File: src/rtl/coin_detector_if.sv
// Consumer-facing handshake between the coin detector and the coin casher.
// The detector drives coin/return valids; the casher drives en (its wait_ready).
interface coin_detector_if;
    logic       en;
    logic       coin_insert;
    logic [2:0] coin_type;
    logic       return_coin;

    modport master (
        input  en,
        output coin_insert,
        output coin_type,
        output return_coin
    );

    modport slave (
        output en,
        input  coin_insert,
        input  coin_type,
        input  return_coin
    );
endinterface

File: src/rtl/coin_detector.sv
// Optical coin-slot width classifier with jam detection and a debounced return button.
// Coin and return requests are level-valid toward the casher; return has priority.
module coin_detector #(
    parameter int unsigned SYNC_STAGES = 2,
    parameter int unsigned NOISE_MAX   = 3,
    parameter int unsigned W10         = 20,
    parameter int unsigned W25         = 40,
    parameter int unsigned W100        = 60,
    parameter int unsigned W200        = 80,
    parameter int unsigned W_MAX       = 100,
    parameter int unsigned JAM_CYCLES  = 1000,
    parameter int unsigned DEB_CYCLES  = 16
) (
    input  logic             clk,
    input  logic             rst_n,
    input  logic             coin_sense,
    input  logic             return_btn,
    coin_detector_if.master  bus,
    output logic             slot_block,
    output logic             sense_err
);

    localparam logic [15:0] NoiseMaxC = 16'(NOISE_MAX);
    localparam logic [15:0] W10C      = 16'(W10);
    localparam logic [15:0] W25C      = 16'(W25);
    localparam logic [15:0] W100C     = 16'(W100);
    localparam logic [15:0] W200C     = 16'(W200);
    localparam logic [15:0] WMaxC     = 16'(W_MAX);
    localparam logic [15:0] JamC      = 16'(JAM_CYCLES);
    localparam logic [15:0] DebC      = 16'(DEB_CYCLES);

    typedef enum logic [1:0] {StIdle, StMeasure, StPend, StJam} state_e;

    logic [SYNC_STAGES-1:0] sense_sync_q, sense_sync_d;
    logic [SYNC_STAGES-1:0] btn_sync_q, btn_sync_d;
    state_e                 state_q, state_d;
    logic [15:0]            cnt_q, cnt_d;
    logic [2:0]             coin_type_q, coin_type_d;
    logic                   coin_insert_q, coin_insert_d;
    logic                   slot_block_q, slot_block_d;
    logic                   sense_err_q, sense_err_d;
    logic                   deb_level_q, deb_level_d;
    logic [15:0]            deb_cnt_q, deb_cnt_d;
    logic                   ret_pend_q, ret_pend_d;
    logic                   sense, btn, deb_rise;

    function automatic logic [2:0] classify(input logic [15:0] w);
        if (w < W10C)       return 3'b001;
        else if (w < W25C)  return 3'b010;
        else if (w < W100C) return 3'b011;
        else if (w < W200C) return 3'b100;
        else if (w < WMaxC) return 3'b101;
        else                return 3'b000;
    endfunction

    always_comb begin
        sense_sync_d = {sense_sync_q[SYNC_STAGES-2:0], coin_sense};
        btn_sync_d   = {btn_sync_q[SYNC_STAGES-2:0], return_btn};
        sense        = sense_sync_q[SYNC_STAGES-1];
        btn          = btn_sync_q[SYNC_STAGES-1];

        state_d     = state_q;
        cnt_d       = cnt_q;
        coin_type_d = coin_type_q;

        unique case (state_q)
            StIdle: begin
                if (sense) begin
                    state_d = StMeasure;
                    cnt_d   = 16'd1;
                end
            end
            StMeasure: begin
                if (sense) begin
                    if (cnt_q != 16'hFFFF) cnt_d = cnt_q + 16'd1;
                    if (cnt_d >= JamC) state_d = StJam;
                end else if (cnt_q <= NoiseMaxC) begin
                    state_d = StIdle;
                end else begin
                    state_d     = StPend;
                    coin_type_d = classify(cnt_q);
                end
            end
            StPend: begin
                // A pending return request blocks coin consumption on this edge.
                if (bus.en && !ret_pend_q) state_d = StIdle;
            end
            StJam: begin
                if (!sense) state_d = StIdle;
            end
            default: state_d = StIdle;
        endcase

        if (state_d != StPend) coin_type_d = 3'b000;
        if (state_d == StIdle) cnt_d = 16'd0;

        coin_insert_d = (state_d == StPend);
        slot_block_d  = (state_d != StIdle);
        sense_err_d   = (state_d == StJam);

        // Debounce: a new level is taken only after DEB_CYCLES consecutive differing samples.
        deb_level_d = deb_level_q;
        deb_cnt_d   = 16'd0;
        deb_rise    = 1'b0;
        if (btn != deb_level_q) begin
            if (deb_cnt_q == DebC - 16'd1) begin
                deb_level_d = btn;
                deb_rise    = btn;
            end else begin
                deb_cnt_d = deb_cnt_q + 16'd1;
            end
        end

        ret_pend_d = ret_pend_q;
        if (deb_rise)    ret_pend_d = 1'b1;
        else if (bus.en) ret_pend_d = 1'b0;
    end

    always_ff @(posedge clk or negedge rst_n) begin
        if (!rst_n) begin
            sense_sync_q  <= '0;
            btn_sync_q    <= '0;
            state_q       <= StIdle;
            cnt_q         <= 16'd0;
            coin_type_q   <= 3'b000;
            coin_insert_q <= 1'b0;
            slot_block_q  <= 1'b0;
            sense_err_q   <= 1'b0;
            deb_level_q   <= 1'b0;
            deb_cnt_q     <= 16'd0;
            ret_pend_q    <= 1'b0;
        end else begin
            sense_sync_q  <= sense_sync_d;
            btn_sync_q    <= btn_sync_d;
            state_q       <= state_d;
            cnt_q         <= cnt_d;
            coin_type_q   <= coin_type_d;
            coin_insert_q <= coin_insert_d;
            slot_block_q  <= slot_block_d;
            sense_err_q   <= sense_err_d;
            deb_level_q   <= deb_level_d;
            deb_cnt_q     <= deb_cnt_d;
            ret_pend_q    <= ret_pend_d;
        end
    end

    assign bus.coin_insert = coin_insert_q;
    assign bus.coin_type   = coin_type_q;
    assign bus.return_coin = ret_pend_q;
    assign slot_block      = slot_block_q;
    assign sense_err       = sense_err_q;

endmodule

File: src/flat_wrapper.sv
// flat-port wrapper written by rule: the top's interface ports become plain ports
module coin_detector_flat 
#(
    parameter int unsigned SYNC_STAGES = 2,
    parameter int unsigned NOISE_MAX   = 3,
    parameter int unsigned W10         = 20,
    parameter int unsigned W25         = 40,
    parameter int unsigned W100        = 60,
    parameter int unsigned W200        = 80,
    parameter int unsigned W_MAX       = 100,
    parameter int unsigned JAM_CYCLES  = 1000,
    parameter int unsigned DEB_CYCLES  = 16
)
  (clk, rst_n, coin_sense, return_btn, slot_block, sense_err, bus_en, bus_coin_insert, bus_coin_type, bus_return_coin);
  coin_detector_if bus_i ();
  input  logic clk;
  input  logic rst_n;
  input  logic coin_sense;
  input  logic return_btn;
  output logic slot_block;
  output logic sense_err;
  input wire logic [$bits(bus_i.en)-1:0] bus_en;
  output wire logic [$bits(bus_i.coin_insert)-1:0] bus_coin_insert;
  output wire logic [$bits(bus_i.coin_type)-1:0] bus_coin_type;
  output wire logic [$bits(bus_i.return_coin)-1:0] bus_return_coin;
  assign bus_i.en = bus_en;
  assign bus_coin_insert = bus_i.coin_insert;
  assign bus_coin_type = bus_i.coin_type;
  assign bus_return_coin = bus_i.return_coin;
  coin_detector #(.SYNC_STAGES(SYNC_STAGES), .NOISE_MAX(NOISE_MAX), .W10(W10), .W25(W25), .W100(W100), .W200(W200), .W_MAX(W_MAX), .JAM_CYCLES(JAM_CYCLES), .DEB_CYCLES(DEB_CYCLES)) u_core (.clk(clk), .rst_n(rst_n), .coin_sense(coin_sense), .return_btn(return_btn), .bus(bus_i), .slot_block(slot_block), .sense_err(sense_err));
endmodule
File: config.mk
export PLATFORM = sky130hd
export DESIGN_NAME = coin_detector_flat
export DESIGN_NICKNAME = d
export VERILOG_FILES = /design/src/rtl/coin_detector_if.sv /design/src/rtl/coin_detector.sv /design/src/flat_wrapper.sv
export SDC_FILE = /design/constraint.sdc
export NUM_CORES = 1
export LEC_CHECK = 0
export CORE_MARGIN = 3
export CORE_UTILIZATION = 60
export DETAILED_ROUTE_END_ITERATION = 8
export PLACE_DENSITY = 0.8
export SYNTH_ARGS = -nofsm -noshare
export SYNTH_HDL_FRONTEND = slang
export SYNTH_SLANG_ARGS = --single-unit
File: constraint.sdc
create_clock -name clk -period 7.6 [get_ports clk]
set_clock_uncertainty 0.2 [all_clocks]
set_input_delay 1.14 -clock clk [delete_from_list [all_inputs] [get_ports clk]]
set_output_delay 1.14 -clock clk [all_outputs]
set_load 0.02 [all_outputs]
==> results of run 1 <==
[worst register-to-register path: stages, from the launching register on]
cell      delay (ns)
dfrtp_1         0.46
ha_1            0.32
nand4_2         0.19
or2_2           0.37
nor3_1          0.36
o21ai_0         0.16
a2111o_1        0.48
a211oi_2        0.24
[per-stage QoR]
step	utilization, %	instance area (sq um)	setup slack [ns]	std cells	total power [mW]
6_report	68.4	2830	4.66	349	0.459
5_1_grt	68.4	2830	4.50	349	0.477
4_1_cts	68.4	2830	4.64	349	0.462
3_5_place_dp	65.6	2720	4.32	342	0.280
3_3_place_gp	65.6	2720	4.39	342	0.279
2_1_floorplan	-	2660	5.13	302	0.269
[metal layers]
metal | track usage, % | vias up | share of wire [%]
li1 | - | 1079 | -
met1 | 32.5 | 1067 | 45
met2 | 34.3 | 73 | 46
met3 | 6.61 | 10 | 6.9
met4 | 7.58 | 0 | 1.7
met5 | 0 | - | 0
[kinds of logic (layout without fill, tap and decap cells)]
logic type	Yosys count	count (layout)	share of synthesized area, %
AND/OR/NAND/NOR	142	142	28.0
AO/OA/AOI/OAI	59	59	15.0
flip-flops	46	46	43.2
buffers and inverters	32	29	5.69
XOR/XNOR	17	17	5.59
multiplexers	4	4	1.55
adder cells (fa/ha/maj)	2	2	0.940
[where the power goes]
part	switching, mW	leakage, nW	internal [mW]
logic	0.0162	0.432	0.00711
registers	0.00335	0.624	0.248
clock network	0.0794	0.0573	0.105
[registers in the layout, indices dropped and copies added, names as in the netlist]
| name | count |
|---|---|
| u_core.btn_sync_q | 2 |
| u_core.bus.coin_insert | 1 |
| u_core.bus.coin_type | 3 |
| u_core.bus.return_coin | 1 |
| u_core.cnt_q | 16 |
| u_core.deb_cnt_q | 16 |
| u_core.deb_level_q | 1 |
| u_core.sense_err | 1 |
| u_core.sense_sync_q | 2 |
| u_core.slot_block | 1 |
| u_core.state_q | 2 |
[placed cells by master, fill, tap and decap left out, types with 2 or more instances in the layout]
cell type / netlist / final
and3_1: 6 / 6
a41oi_1: 2 / 2
xor2_1: 7 / 7
and2_1: 2 / 2
or2_2: 2 / 2
a22oi_1: 2 / 2
ha_1: 2 / 2
xnor2_1: 10 / 10
inv_1: 11 / 11
nand2b_1: 8 / 8
a31oi_1: 3 / 3
a221oi_1: 2 / 2
o311ai_0: 2 / 2
nor4_1: 8 / 8
a311oi_1: 5 / 5
mux2i_1: 3 / 3
dfrtp_1: 46 / 46
a21oi_1: 19 / 19
clkbuf_8: 0 / 6
or4_1: 4 / 4
nor3_1: 13 / 13
o21ai_0: 13 / 13
nor2b_1: 4 / 4
or3_1: 5 / 5
clkdlybuf4s50_1: 0 / 10
nand4_2: 2 / 2
nand2_1: 22 / 22
nand3_1: 11 / 11
nand4_1: 7 / 7
nor2_1: 40 / 40
[final cells by class]
| class | count | area, sq um | share of cell area [%] |
|---|---|---|---|
| tap | 50 | 62.6 | 2.21 |
| multi-input combinational | 224 | 1360 | 48.0 |
| sequential | 46 | 1150 | 40.6 |
| timing repair buffer | 11 | 105 | 3.71 |
| inverter | 11 | 41.3 | 1.46 |
| clock inverter | 1 | 30.0 | 1.06 |
| clock buffer | 6 | 82.6 | 2.92 |
[worst min path at each step]
stage	slack [ns]	startpoint	cells past startpoint	to
CTS	0.16	u_core.sense_sync_q[0]	0	u_core.sense_sync_q[1]
global placement	0.13	u_core.sense_sync_q[0]	0	u_core.sense_sync_q[1]
detailed placement	0.14	u_core.sense_sync_q[0]	0	u_core.sense_sync_q[1]
global route	0.18	u_core.sense_sync_q[0]	0	u_core.sense_sync_q[1]
floorplan	0.13	u_core.btn_sync_q[0]	0	u_core.btn_sync_q[1]
finish	0.15	u_core.sense_sync_q[0]	0	u_core.sense_sync_q[1]
==> summary.md, run 1 <==
| Metric | Value |
|---|---|
| Initial Utilization | 64.3% |
| Largest net degree at the start of global routing | 47 |
| Final min period | 2.94 ns |
| Worst reg2reg path depth | 7 |
| H-tree depth | 2 |
| CP arrival | 2.89 ns |
| Syn_area_per_cell | 8.82 sq um |
| Crit share post-route | 38.7% |
| Top cell type's share of synthesized area | 43.2% |
| Required time of the critical path | 7.55 ns |
| Num CTS Buffers | 5 |
| Sequential element share of the synthesized area | 43.2% |
| Die X | 72.6 microns |
| Antenna Cells | 0 |
| Most instantiated cells after synthesis | dfrtp_1 (46), nor2_1 (40), nand2_1 (22) |
| Slew Viols, Final | 0 |
| R2R Path Start | u_core.cnt_q[0] |
| CP Class | input port to flip-flop |
| Delay-heaviest family, CP | simple AND/OR/NAND/NOR gates |
| Layout cells sized above 1 | 7.36% |
| Worst setup path startpoint | bus_en |
| Area contributors post-synth | dfrtp_1 (43%), nor2_1 (5.6%), a21oi_1 (3.6%), xnor2_1 (3.3%), nand2_1 (3.1%) |
| Row count | 23 |
| WP buf/inv | 2 |
| GRT Resource Usage Total | 23.0% |
| Fin nets | 306 |
| Post-CTS sizing | 0 |
| Unrepaired setup endpoints after global routing | false |
| Max Cap Viol | 0 |
| Initial antenna violation count | 0 |
| Crit-path cells | clkdlybuf4s50_1 > inv_1 > o311ai_0 > nand2_2 > nor2_2 > nor2_1 |
| Flops & latches, synth | 46 |
| FFs w/ async S/R, synth | 100% |
| Grt ovf | 0 |
| CTS root buf | clkbuf_8 |
| Clock tree buffer depth | 2 |
| R2R Setup Slk | 4.72 ns |
| Slew HR | 34.6% |
| Status | complete, no violations |
| Worst R2R End | u_core.sense_err |
| Wire length per cell | 16.0 microns |
| Leak | 1.11 nW |
| CP Capture Point | u_core.cnt_q[10] |
| CP endpoint kind | flip-flop |
| Worst-path clk slew | 0.08 ns |
| DRC Markers | 0 |
| Detailed Place HPWL | 3840 microns |
| Post-DRT Antenna Nets | 0 |
| Pwr Density | 162 nW/um^2 |
| DR vias | 2229 |
| Main synth FF type | dfrtp_1 |
| Total I/O pin count | 12 |
| Core ar. | 4140 sq um |
| CTS sink cnt | 46 |
| Hold_buf cts | 0 |
| Max VDD drop | 0.133 mV |
| Drt total wl | 5580 microns |
| Worst Hold Slack | 0.150 ns |
| First-pass GRT wire length | 9470 microns |
| Die area | 5270 sq um |
| CP max stage cell | nor2_2 |
| GPL Wtd Cong | 0.894 |
| Max incr delay on CP | 0.58 ns |
| # fillers | 346 |
| Post-synthesis cell type count | 53 |
| YS warnings | 0 |
| Final setup vio count | 0 |
| Slew @ Worst Pin | 0.981 ns |
| Syn-to-layout area delta | 6.39% |
| Hold Path Class | flip-flop to flip-flop |
| Area leader, netlist | dfrtp_1 |
| DR vias/cell | 6.39 |
| Syn nets | 309 |
| CP Launch Type | input port |
| Top-count cell post-synth | dfrtp_1 |
| Worst skew pair latency | 0.30 ns |
| CTS tree | yes |
| IO Port Bufs | 11 |
| # Post-CTS Setup Buffers | 0 |
| DRT Pass-1 Iters | 5 |
| Fmax | 0.340 GHz |
| Synth Instances | 302 |
| CP Max Fanout | 16 |
| TNS Setup | 0 ns |
| Die H | 72.6 microns |
| Initial DRC Count | 298 |
| Final Hold Vio Count | 0 |
| WP depth | 6 |
| Post-synth EDFFs | 0 |
| Cell Area, Synth | 2660 sq um |
| Vias in the first global route | 2040 |
Power figures use the tool's default switching activity.
==> run 2, diff against run 1 <==
Clock period 7.6 ns to 2.9 ns, I/O delays scaled along.
==> run 2 against run 1 <==
Via count is 0.63% higher. Die area stayed put. Critical endpoint is now u_core.sense_err. Setup slack worse by 4.5 ns. Flip-flop and latch count stayed put. Critical path depth is 1 higher. Cell area is 1.9% higher. Clock power is 110% higher. Clock-buffer cell count is 1 lower. Global-route usage is 0.88 points higher. Worst hold slack better by 0.0024 ns. Wire length is 2.8% higher. Non-clock buffer count is 10 higher.
==> summary.md, run 2 (synthesized netlist as in run 1, its figures left out) <==
| Metric | Value |
|---|---|
| Hold path depth | 0 |
| Final Hold Vio Count | 0 |
| CP Max Fanout | 14 |
| H-tree depth | 2 |
| CP arrival | 2.74 ns |
| Fin nets | 316 |
| Row count | 23 |
| Antenna Cells | 0 |
| DR vias/cell | 6.23 |
| Initial Utilization | 64.3% |
| CP endpoint kind | flip-flop |
| WP buf/inv | 0 |
| WP depth | 7 |
| Final core utilization | 69.7% |
| Pwr Density | 386 nW/um^2 |
| Syn-to-layout area delta | 8.46% |
| Wire length per cell | 15.9 microns |
| CP Launch Type | flip-flop |
| Cell total after placement | 351 |
| DR vias | 2243 |
| # fillers | 318 |
| Num CTS Buffers | 5 |
| Slew @ Worst Pin | 0.666 ns |
| Register area | 1150 sq um |
| Fmax | 0.367 GHz |
| Final min period | 2.72 ns |
| Required time of the critical path | 2.91 ns |
| IO Port Bufs | 11 |
| First-pass GRT wire length | 9800 microns |
| Grt ovf | 0 |
| Post-Layout Cell Count | 360 |
| GPL Wtd Cong | 0.979 |
| Worst skew pair latency | 0.30 ns |
| Most frequent cells in the layout | dfrtp_1 (46), nor2_1 (40), nand2_1 (22) |
| Initial DRC Count | 179 |
| Unrepaired setup endpoints after global routing | false |
| Max VDD drop | 0.254 mV |
| CTS root buf | clkbuf_8 |
| Worst Hold Slack | 0.153 ns |
| Die H | 72.6 microns |
| Clock tree buffer depth | 2 |
| Crit share post-route | 93.9% |
| Post-DRT Antenna Nets | 0 |
| Detailed Place HPWL | 4130 microns |
| Leak | 1.15 nW |
| Die X | 72.6 microns |
| TNS Setup | 0 ns |
| CTS sink cnt | 46 |
| Initial antenna violation count | 0 |
| DRC Markers | 0 |
| Slew Viols, Final | 0 |
| Post-route total power | 1.12 mW |
| CP max stage cell | or4_4 |
| GRT Resource Usage Total | 23.9% |
| CTS tree | yes |
| Delay-heaviest family, CP | simple AND/OR/NAND/NOR gates |
| Worst reg2reg path depth | 7 |
| Crit-path cells | ha_1 > nand4_2 > or4_4 > o2111ai_2 > o311ai_1 > a2111o_1 > a211oi_2 |
| Final setup vio count | 0 |
| Hold Path Class | flip-flop to flip-flop |
| Multi-input gate area | 1360 sq um |
| CP Class | flip-flop to flip-flop |
| Largest net degree at the start of global routing | 30 |
| DRT Pass-1 Iters | 4 |
| Layout cells sized above 1 | 10.3% |
| Most common cell after layout, fill and taps aside | dfrtp_1 |
| Slew HR | 55.6% |
| Max Cap Viol | 0 |
| Vias in the first global route | 2007 |
| # Post-CTS Setup Buffers | 0 |
| Core ar. | 4140 sq um |
| Status | complete, no violations |
| Worst-path clk slew | 0.09 ns |
| Total I/O pin count | 12 |
| Max incr delay on CP | 0.67 ns |
| Die area | 5270 sq um |
| Drt total wl | 5740 microns |
==> run 2: through the flow <==
step                      setup WS (ns)  cell area, sq um
after floorplan                   0.426              2660
after global placement            0.290              2790
after detailed placement          0.215              2790
after CTS                         0.189              2890
after global routing             0.0249              2890
final                             0.178              2890
==> run 2: worst paths after layout <==
kind | from | to | slack (ns)
min in group asynchronous | rst_n | u_core.cnt_q[5] | 0.50
worst min register to register | u_core.btn_sync_q[0] | u_core.btn_sync_q[1] | 0.15
worst max-delay path | u_core.cnt_q[0] | u_core.sense_err | 0.18
max in group asynchronous | rst_n | u_core.deb_level_q | 1.41
worst max register to register | u_core.cnt_q[0] | u_core.sense_err | 0.18
worst min-delay path | u_core.btn_sync_q[0] | u_core.btn_sync_q[1] | 0.15
==> run 2: what timing repair did <==
action,4_1_cts,5_1_grt
endpoints found under the setup margin,0,0
hold buffers,1,0
gates resized for setup,0,0
hold endpoints to repair,27,0
==> run 2: final cells by class <==
class	instances	share of cell area [%]
Inverter	11	1.43
Clock inverter	3	0.737
Tap cell	50	2.17
Multi-Input combinational cell	224	47.1
Timing Repair Buffer	21	6.33
Sequential cell	46	39.9
Clock buffer	5	2.38
==> run 2: report_power, final <==
group          total [mW]  leakage [nW]  internal, mW  switching [mW]
combinational      0.0684         0.482        0.0233          0.0452
clock               0.388        0.0441         0.169           0.218
sequential          0.659         0.624         0.650         0.00897
==> run 2: metal layers <==
layer	global-route usage [%]	routed length, microns	share of wire, %
met1	36.0	2800	49
met2	35.5	2560	45
met3	4.41	292	5.1
met4	6.76	86	1.5
met5	0	0	0
==> run 3, diff against run 2 <==
Settings changed: CORE_MARGIN 3 to 2.
==> run 3 against run 2 <==
Combinational power decreased by 6.1%. Cell area decreased by 0.91%. Via count decreased by 1.5%. Fmax increased by 0.18%. Largest power group unchanged. Critical path depth unchanged. Global-route usage decreased by 0.97 points. Non-clock buffer count decreased by 4. Setup slack improved by 0.0050 ns. Sequential power about the same. Clock-buffer cell count unchanged. Flip-flop and latch count unchanged. Worst hold slack got worse by 0.063 ns.
==> summary.md, run 3 (synthesized netlist as in run 1, its figures left out) <==
| Metric | Value |
|---|---|
| Status | complete, no violations |
| CP Max Fanout | 14 |
| Max Cap Viol | 0 |
| Unrepaired setup endpoints after global routing | false |
| Die area | 4990 sq um |
| Die H | 70.6 microns |
| Num CTS Buffers | 5 |
| IO Port Bufs | 11 |
| Syn-to-layout area delta | 7.47% |
| Worst reg2reg path depth | 7 |
| Worst skew pair latency | 0.31 ns |
| Largest net degree at the start of global routing | 47 |
| Final min period | 2.72 ns |
| Layout cells sized above 1 | 9.48% |
| R2R Setup Slk | 0.18 ns |
| Pwr Density | 394 nW/um^2 |
| CTS tree | yes |
| DR vias/cell | 6.17 |
| GRT Resource Usage Total | 22.9% |
| CTS root buf | clkbuf_8 |
| CP Class | flip-flop to flip-flop |
| Placement Setup Slack | 0.230 ns |
| Hold Path Class | input port to async pin |
| Row count | 24 |
| Worst R2R End | u_core.sense_err |
| Antenna Cells | 0 |
| Fin nets | 312 |
| Core ar. | 4320 sq um |
| Fin worst setup slack | 0.183 ns |
| Most common cell after layout, fill and taps aside | dfrtp_1 |
| CP endpoint kind | flip-flop |
| CP Launch Type | flip-flop |
| Fmax | 0.368 GHz |
| Max VDD drop | 0.330 mV |
| # Post-CTS Setup Buffers | 0 |
| TNS Setup | 0 ns |
| Hold_buf cts | 0 |
| Required time of the critical path | 2.92 ns |
| Post-DRT Antenna Nets | 0 |
| GPL Wtd Cong | 0.945 |
| Detailed Place HPWL | 3800 microns |
| Die X | 70.6 microns |
| DR vias | 2210 |
| Vias in the first global route | 2039 |
| Crit share post-route | 93.7% |
| Post-route total power | 1.13 mW |
| Final core utilization | 66.2% |
| First-pass GRT wire length | 9310 microns |
| DRT Pass-1 Iters | 4 |
| CTS sink cnt | 46 |
| Leak | 1.13 nW |
| Final setup vio count | 0 |
| Final Hold Vio Count | 0 |
| Initial antenna violation count | 0 |
| Slew HR | 33.2% |
| Clock tree buffer depth | 2 |
| Total I/O pin count | 12 |
| Initial Utilization | 61.6% |
| Drt total wl | 5440 microns |
| Slew Viols, Final | 0 |
| DRC Markers | 0 |
| R2R Path Start | u_core.cnt_q[0] |
| CP arrival | 2.74 ns |
| Worst Hold Slack | 0.0893 ns |
| Grt ovf | 0 |
| Worst-path clk slew | 0.10 ns |
| Slew @ Worst Pin | 1.00 ns |
| H-tree depth | 2 |
| Wire length per cell | 15.2 microns |
| Most frequent cells in the layout | dfrtp_1 (46), nor2_1 (40), nand2_1 (22) |
| Initial DRC Count | 176 |
| Post-CTS sizing | 0 |
[run 3: layout make-up]
cell class                      count  area, sq um
Tap cell                           52         65.1
Multi-Input combinational cell    224         1360
Timing Repair Buffer               17          150
Sequential cell                    46         1150
Clock buffer                        5         68.8
Fill cell                         373         1460
Inverter                           11         41.3
Clock inverter                      3         25.0
[run 3: how the worst max path moves through the flow]
stage	startpoint	to	slack, ns
3_5_place_dp	u_core.cnt_q[0]	u_core.sense_err	0.23
5_1_grt	u_core.cnt_q[0]	u_core.sense_err	0.04
2_1_floorplan	u_core.cnt_q[0]	u_core.sense_err	0.43
6_report	u_core.cnt_q[0]	u_core.sense_err	0.18
3_3_place_gp	u_core.cnt_q[0]	u_core.sense_err	0.29
4_1_cts	u_core.cnt_q[0]	u_core.sense_err	0.21
[run 3: metal layers]
layer	vias up	GRT usage, %	share of wire (%)
met5	-	0	0
met4	0	6.50	1.5
met3	11	3.85	5.3
met2	55	34.9	44
met1	1059	34.4	49
li1	1085	-	-
[run 3: power breakdown]
part	leakage, nW	switching [mW]	internal [mW]
Sequential	0.624	0.00826	0.650
Clock	0.0447	0.229	0.174
Combinational	0.463	0.0435	0.0207
Total	1.13	0.281	0.845
[run 3: worst max-delay path, cell delays in order (launching register included)]
cell	delay [ns]
dfrtp_1	0.43
ha_1	0.30
nand4_2	0.19
or4_4	0.66
o2111ai_2	0.13
o311ai_1	0.12
a2111o_1	0.43
a211oi_2	0.18
[run 3: through the flow]
step                      area [sq um]  cells
after floorplan                   2660    302
after global placement            2770    350
after detailed placement          2770    350
after CTS                         2860    358
after global routing              2860    358
final                             2860    358
